**src/rtl/programmable_square_wave_oscillator.sv**
```systemverilog
// Gated astable square-wave generator.
// The high and low phase lengths are programmable in clk cycles.
// A per-phase length is latched on entry to that phase.
// The waveform is presented at clk resolution on `phase` and sample-held on `out`.
module programmable_square_wave_oscillator #(
  parameter int unsigned            CLOCK_RATE  = 50000000,
  parameter int unsigned            COUNT_WIDTH = 24,
  parameter int unsigned            OUT_WIDTH   = 16,
  parameter logic [OUT_WIDTH-1:0]   AMPLITUDE   = {OUT_WIDTH{1'b1}}
) (
  input  logic                   clk,
  input  logic                   reset,
  input  logic                   audio_clk_en,
  input  logic                   enable,
  input  logic [COUNT_WIDTH-1:0] high_cycles,
  input  logic [COUNT_WIDTH-1:0] low_cycles,
  output logic [OUT_WIDTH-1:0]   out,
  output logic                   phase,
  output logic                   edge_strobe
);

  localparam logic [1:0] ST_IDLE = 2'd0;
  localparam logic [1:0] ST_HIGH = 2'd1;
  localparam logic [1:0] ST_LOW  = 2'd2;

  // A zero clock rate means the parent derived its cycle counts from nonsense
  if (CLOCK_RATE == 0) begin : g_bad_clock_rate
    $error("programmable_square_wave_oscillator: CLOCK_RATE must be nonzero");
  end

  logic [1:0]             state, state_d;
  logic [COUNT_WIDTH-1:0] cnt, cnt_d;
  logic [COUNT_WIDTH-1:0] len, len_d;
  logic [OUT_WIDTH-1:0]   out_d;
  logic                   phase_d;
  logic                   strobe_d;

  // A programmed length of zero behaves as a one-cycle phase
  function automatic logic [COUNT_WIDTH-1:0] clamp_len(input logic [COUNT_WIDTH-1:0] v);
    return (v == '0) ? COUNT_WIDTH'(1) : v;
  endfunction

  // State register and all registered outputs
  always_ff @(posedge clk) begin
    if (reset) begin
      state       <= ST_IDLE;
      cnt         <= '0;
      len         <= '0;
      phase       <= 1'b0;
      edge_strobe <= 1'b0;
      out         <= '0;
    end else begin
      state       <= state_d;
      cnt         <= cnt_d;
      len         <= len_d;
      phase       <= phase_d;
      edge_strobe <= strobe_d;
      out         <= out_d;
    end
  end

  // Next-state, counter and output logic
  always_comb begin
    state_d  = state;
    cnt_d    = cnt;
    len_d    = len;
    out_d    = audio_clk_en ? (phase ? AMPLITUDE : '0) : out;

    case (state)
      ST_IDLE: begin
        if (enable) begin
          state_d = ST_HIGH;
          len_d   = clamp_len(high_cycles);
          cnt_d   = '0;
        end
      end
      ST_HIGH: begin
        if (!enable) begin
          state_d = ST_IDLE;
          cnt_d   = '0;
        end else if (cnt == len - COUNT_WIDTH'(1)) begin
          state_d = ST_LOW;
          len_d   = clamp_len(low_cycles);
          cnt_d   = '0;
        end else begin
          cnt_d   = cnt + COUNT_WIDTH'(1);
        end
      end
      ST_LOW: begin
        if (!enable) begin
          state_d = ST_IDLE;
          cnt_d   = '0;
        end else if (cnt == len - COUNT_WIDTH'(1)) begin
          state_d = ST_HIGH;
          len_d   = clamp_len(high_cycles);
          cnt_d   = '0;
        end else begin
          cnt_d   = cnt + COUNT_WIDTH'(1);
        end
      end
      default: begin
        state_d = ST_IDLE;
        cnt_d   = '0;
      end
    endcase

    // The strobe marks every level change, so leaving LOW for IDLE is silent
    phase_d  = (state_d == ST_HIGH);
    strobe_d = (phase_d != phase);
  end

endmodule

```
**config.mk**
```make
export PLATFORM = sky130hd
export DESIGN_NAME = programmable_square_wave_oscillator
export DESIGN_NICKNAME = d
export VERILOG_FILES = /design/src/rtl/programmable_square_wave_oscillator.sv
export SDC_FILE = /design/constraint.sdc
export NUM_CORES = 1
export LEC_CHECK = 0
export CORE_MARGIN = 2
export CORE_UTILIZATION = 25
export CTS_CLUSTER_DIAMETER = 100
export CTS_CLUSTER_SIZE = 20
export DETAILED_ROUTE_END_ITERATION = 6
export GPL_TIMING_DRIVEN = 0
export MAX_ROUTING_LAYER = met4
export PLACE_DENSITY_LB_ADDON = 0.15
export REMOVE_ABC_BUFFERS = 1
export SLEW_MARGIN = 15
export SYNTH_ARGS = -nofsm -noshare
export SYNTH_HDL_FRONTEND = slang
export SYNTH_SLANG_ARGS = --single-unit
```
**constraint.sdc**
```tcl
create_clock -name clk -period 3.3 [get_ports clk]
set_input_delay 0.66 -clock clk [delete_from_list [all_inputs] [get_ports clk]]
set_output_delay 0.66 -clock clk [all_outputs]
set_load 0.02 [all_outputs]
```
==> impl_metrics.csv, run 1 <==
group,metric,value,unit
finish,fill_cells,1516,
clock_network,clock_path_buffers,2,
routing,wl,11000,um
worst_setup_path,critPathLaunchType,"register",
timing,tns,-0.103,ns
power_and_ir_drop,ir_drop,183,uV
power_and_ir_drop,p_per_area,386,nW/um^2
routing,drtIter0Drc,148,
routing,drtPass1Iterations,4,
die,initial_core_util,25.5,%
timing,hold_slack,0.528,ns
die,dieHeight,126,um
timing,fin_crit_sh,101,%
power_and_ir_drop,p_total,1.97,mW
routing,avgViaCountPerCell,5.25,
place,io_buffers,69,
die,ios,70,
clock_network,clk_latency,0.29,ns
place,dpl_cell_area,4460,um^2
clock_network,h-tree-depth,2,
worst_setup_path,critical_path.most_common_cell,"or4_4",
worst_setup_path,critical_path.max_stage_delay,0.52,ns
timing,finalHoldViolCount,0,
synthesis,seq_area_frac_synth,28.7,%
synthesis,synth.top_cells.by_count,"nor2_1, dfxtp_1, a21oi_1, mux2i_1, o21ai_0",
synthesis,yosysUniqueCellTypes,51,
worst_setup_path,cp_top_family,"simple AND/OR/NAND/NOR gates",
timing,max_freq,0.300,GHz
run_status,violations,"setup timing",
global_routing,grt_start_max_net_pins,29,
timing,rsz0062_at_grt,"true",
routing,drtAntennaViolNets,0,
clock_network,clock_sinks,53,
routing,drc,0,
synthesis,synth_ff_type,"dfxtp_1",
place,pre_cts_ws,-1.43,ns
synthesis,synth_edf_count,0,
routing,wl_per_cell,15.6,um
worst_setup_path,cp_data_arrival_time,3.52,ns
synthesis,synth-async-reset-ratio,0,%
synthesis,synth_top_area_cell,"dfxtp_1",
worst_setup_path,slowest_stage,"or4_4",
routing,wl_met3,366,um
worst_setup_path,cp.required,3.49,ns
synthesis,yosysTopAreaCellShare,28.7,%
place,dp_hpwl,7920,um
die,num_rows,44,
routing,met2_length,5170,um
routing,wl_met1,5240,um
die,die-area,15800,um^2
die,core_area,14500,um^2
worst_setup_path,critPathKind,"reg -> reg",
timing,setup_violations,7,
global_routing,gr-total-overflow,0,
routing,top_layer_used,"met4",
global_routing,grt_use_total,14.2,%
worst_setup_path,endpoint_kind,"register",
run_status,run_status,"complete, but fails checks",
finish,diodes,0,
synthesis,syn_inst,459,
finish,syn_to_final_growth,37.8,%
worst_setup_path,cp_num_buf_inv,0,
finish,multi_input_area,2620,um^2
timing,max_slew_margin,45.0,%
synthesis,yosysMostFrequentCell,"nor2_1",
routing,dr_total_vias,3698,
timing,fin_ws,-0.0381,ns
timing,tightestPinTransition,0.825,ns
clock_network,tritoncts,"done",
global_routing,grt_pass1_wl,17800,um
synthesis,synth.area.top_cells,"dfxtp_1, mux2i_1, nor2_1, xnor2_1, a211oi_2",
synthesis,ys_ff_latch,53,
finish,design_area,5090,um^2
timing,post-route-min-period,3.34,ns
clock_network,clkTransAtPathRegs,0.07,ns
timing,fin_skew,0.00474,ns
finish,seq_area,1080,um^2
clock_network,cts-root-buf,"clkbuf_16",
global_routing,antenna_found_initial,0,
worst_setup_path,cp_cell_sequence,"or4_4 > or4_4 > or3_1 > a211oi_2 > nand3_1 > or4_4 > a211oi_4 > and4b_1 > mux2_4",
clock_network,cts_made_buffers,5,
synthesis,synth_area_per_cell,8.06,um^2
flow_run,cap_violations,0,
place,place.gp.congestion,0.820,
synthesis,ys_warn_count,0,
global_routing,grt_pass1_vias,3542,
finish,layout.nets,580,
power_and_ir_drop,p_leak,1.73,nW
finish,final_layout_size_suffix_gt1_share,19.2,%
synthesis,syn_area,3700,um^2
timing,drv_slew,0,
die,die_x,126,um
worst_setup_path,cp_max_fo,3,
hold_path,hold_path.class,"reg -> reg",
routing by layer:
layer  vias to the layer above  global-route usage (%)
met3                        16                    1.87
met1                      1753                    17.5
met5                         -                       -
met4                         0                    5.29
met2                       100                    23.6
li1                       1829                       -
cells in the final DEF, fill, tap and decap left out, types with 8 or more instances in the layout:
master	instances
nand4_1	8
o21ai_0	22
clkdlybuf4s50_1	68
buf_4	19
dfxtp_1	43
nor4_1	16
nor3b_1	13
nor2_2	8
nand2_1	14
xnor2_1	20
and3_1	16
mux2i_1	27
nor2_1	49
a211oi_2	18
a211oi_1	10
nand3_1	14
dfxtp_2	8
nor3_1	11
a21oi_1	27
worst paths after layout:
| kind | slack [ns] | from | end | cells past startpoint |
|---|---|---|---|---|
| worst max-delay path | -0.04 | len[16] | edge_strobe | 9 |
| worst min-delay path | 0.53 | len[23] | len[23] | 2 |
| worst max register to register | -0.04 | len[16] | edge_strobe | 9 |
| worst min register to register | 0.53 | len[23] | len[23] | 2 |
worst min-delay path: cells and delay by family (launching register included):
family          cells  cell delay (ns)
compound gates      1             0.05
simple gates        1             0.11
flops               1             0.32
registers in the layout, summed over array words and instances (netlist names):
signal,flops
cnt,24
out,1
edge_strobe,1
state,2
len,24
phase,1
power by group:
part	total [mW]	internal, mW	leakage [nW]	switching (mW)
clock network	0.502	0.272	0.0655	0.230
logic	0.709	0.361	1.22	0.348
registers	0.756	0.682	0.437	0.0745
kinds of logic after synthesis:
group	after synthesis	share of synthesized area (%)
compound gates	104	19.5
xor+xnor	26	6.16
fa+ha+maj	6	2.03
buf+inv	50	7.44
flops	53	28.7
mux	28	7.61
simple gates	192	28.6
per-stage QoR:
stage / instances / util [%]
2_1_floorplan: 416 / -
3_3_place_gp: 669 / 30.2
3_5_place_dp: 673 / 30.8
4_1_cts: 697 / 34.0
5_1_grt: 705 / 35.2
6_report: 705 / 35.2
area by class of cell:
class	count	area share, %
clock inverters	1	0.0983
clock buffers	5	2.46
flip-flops and latches	53	21.2
repair buffers	98	19.8
multi-input cells	357	51.4
inverters	7	0.516
well taps	184	4.52
timing repair:
item,4_1_cts,5_1_grt
hold buffers,0,0
gates resized for setup,35,31
setup buffers,16,8
gates cloned,2,1
endpoints found under the setup margin,52,41
pin swaps,17,19
Power figures use the tool's default switching activity.
==> run 2: changes to the inputs <==
CORE_MARGIN = 5   (was 2)
GPL_TIMING_DRIVEN = 1   (was 0)
==> run 2 against run 1 <==
Effect of this change: the flow still finishes with violations (setup timing); clock power increased by 6.0%; critical path type unchanged; clock skew increased by 0.00083 ns; largest power group is now combinational logic; critical path depth rose by 2; critical endpoint is now len[12].
==> impl_metrics.csv, run 2 (synthesis results as in run 1) <==
group,metric,value,unit
power_and_ir_drop,p_leak,1.86,nW
worst_setup_path,r2r_end,"len[12]",
timing,fin_ws,-0.0739,ns
global_routing,grt_pass1_wl,18200,um
die,num_rows,44,
routing,drc,0,
timing,rsz0062_at_grt,"true",
clock_network,clk_latency,0.29,ns
global_routing,grt_pass1_vias,3667,
timing,max_slew_margin,49.5,%
timing,tightestPinTransition,0.756,ns
routing,dr_total_vias,3711,
hold_path,hold_path.class,"reg -> reg",
place,dp.cells,725,
routing,drtAntennaViolNets,0,
worst_setup_path,cp_top_family,"simple AND/OR/NAND/NOR gates",
worst_setup_path,cp_max_fo,8,
global_routing,gr-total-overflow,0,
die,die-area,17300,um^2
worst_setup_path,endpoint_kind,"register",
global_routing,grt_use_met2,21.0,%
place,dpl_cell_area,4830,um^2
place,place.gp.congestion,0.884,
finish,largestRegisters,"cnt: 24 flops, len: 24 flops, state: 2 flops",
global_routing,antenna_found_initial,0,
finish,final_common_cell,"clkdlybuf4s50_1",
timing,finalHoldViolCount,0,
worst_setup_path,reg2reg_depth,11,
run_status,violations,"setup timing",
global_routing,grt_use_total,12.8,%
finish,fill_cells,1544,
power_and_ir_drop,p_per_area,389,nW/um^2
global_routing,global_route.peak_usage_layer,"met2",
clock_network,h-tree-depth,2,
run_status,run_status,"complete, but fails checks",
global_routing,met1_usage,16.1,%
timing,fin_skew,0.00557,ns
worst_setup_path,cp.required,3.52,ns
finish,layout.nets,613,
clock_network,clock_path_buffers,2,
worst_setup_path,cp_cell_sequence,"or4_4 > or4_4 > or3_4 > a211oi_4 > nand4b_1 > or4_4 > a21boi_4 > buf_12 > clkbuf_16 > nor2_1 > a211oi_2",
worst_setup_path,cp_data_arrival_time,3.59,ns
worst_setup_path,critPathLaunchType,"register",
die,die_x,132,um
timing,fin_crit_sh,102,%
routing,wl,11100,um
place,dp_hpwl,8520,um
worst_setup_path,critPathKind,"reg -> reg",
global_routing,grt_use_met3,1.91,%
finish,final_layout_size_suffix_gt1_share,18.9,%
worst_setup_path,cp_num_buf_inv,2,
clock_network,tritoncts,"done",
global_routing,grt_start_max_net_pins,31,
finish,seq_area,1060,um^2
timing,hold_slack,0.529,ns
hold_path,hold_depth,2,
die,ios,70,
finish,final_cell_mix,"clkdlybuf4s50_1, nor2_1, buf_4",
finish,fin_cells,739,
clock_network,cts-root-buf,"clkbuf_16",
worst_setup_path,r2r_start,"len[15]",
hold_path,min_to,"cnt[17]",
place,io_buffers,69,
clock_network,clkTransAtPathRegs,0.07,ns
timing,drv_slew,0,
hold_path,min-delay-start,"cnt[17]",
routing,avgViaCountPerCell,5.02,
flow_run,cap_violations,0,
clock_network,clock_sinks,53,
finish,multi_input_area,2480,um^2
finish,diodes,0,
finish,syn_to_final_growth,41.0,%
die,core_area,14500,um^2
timing,setup_violations,19,
power_and_ir_drop,p_total,2.03,mW
finish,design_area,5210,um^2
worst_setup_path,critical_path.max_stage_delay,0.53,ns
power_and_ir_drop,ir_drop,169,uV
die,dieHeight,132,um
routing,drtIter0Drc,112,
worst_setup_path,slowest_stage,"or4_4",
routing,wl_per_cell,15.0,um
worst_setup_path,critical_path.most_common_cell,"or4_4",
timing,post-route-min-period,3.37,ns
worst_setup_path,r2r_slack,-0.07,ns
die,initial_core_util,25.4,%
routing,drtPass1Iterations,4,
clock_network,cts_made_buffers,5,
timing,max_freq,0.296,GHz
==> run 2: worst reg2reg max path: cells and delay by family, from the launching register on <==
kind	cells	cell delay [ns]
compound gates	3	0.64
buf+inv	2	0.32
flops	1	0.31
simple gates	6	2.04
==> run 2: timing repair <==
action                     4_1_cts  5_1_grt
setup buffers                    1        3
pin swaps                        5        5
resized for setup                7       15
hold buffers                     0        0
setup endpoints to repair       25       26
cloned                           1        2
==> run 2: how the worst max path moves through the flow <==
stage	endpoint	cells past startpoint	startpoint	slack [ns]
detailed placement	edge_strobe	12	len[1]	-0.15
global route	edge_strobe	10	len[15]	-0.16
global placement	edge_strobe	10	len[15]	-0.08
finish	len[12]	11	len[15]	-0.07
CTS	len[17]	11	len[15]	-0.06
floorplan	len[0]	11	len[0]	-1.91
==> run 2: through the flow <==
stage | utilization (%) | TNS [ns] | setup WS [ns]
5_1_grt | 35.9 | -2.91 | -0.165
6_report | 35.9 | -0.756 | -0.0739
3_3_place_gp | 33.3 | -0.254 | -0.0831
4_1_cts | 34.8 | -0.887 | -0.0565
3_5_place_dp | 33.3 | -1.75 | -0.152
2_1_floorplan | - | -77.29 | -1.91
==> run 2: cell type report <==
cell class                 count  share of cell area, %
sequential                    53                   20.4
inverter                       7                  0.504
tap                          184                   4.42
timing repair buffer         132                   24.4
clock buffer                   7                   2.74
multi-input combinational    356                   47.6
==> run 2: where the power goes <==
part / internal, mW / switching, mW
combinational: 0.406 / 0.375
sequential: 0.679 / 0.0344
clock: 0.299 / 0.233
==> run 2: routing by layer <==
metal	wire, um	part of all wire, %	up-vias
met4	219	2.0	0
met5	0	0	-
met2	5120	46	99
met3	396	3.6	12
li1	-	-	1882
met1	5380	48	1718
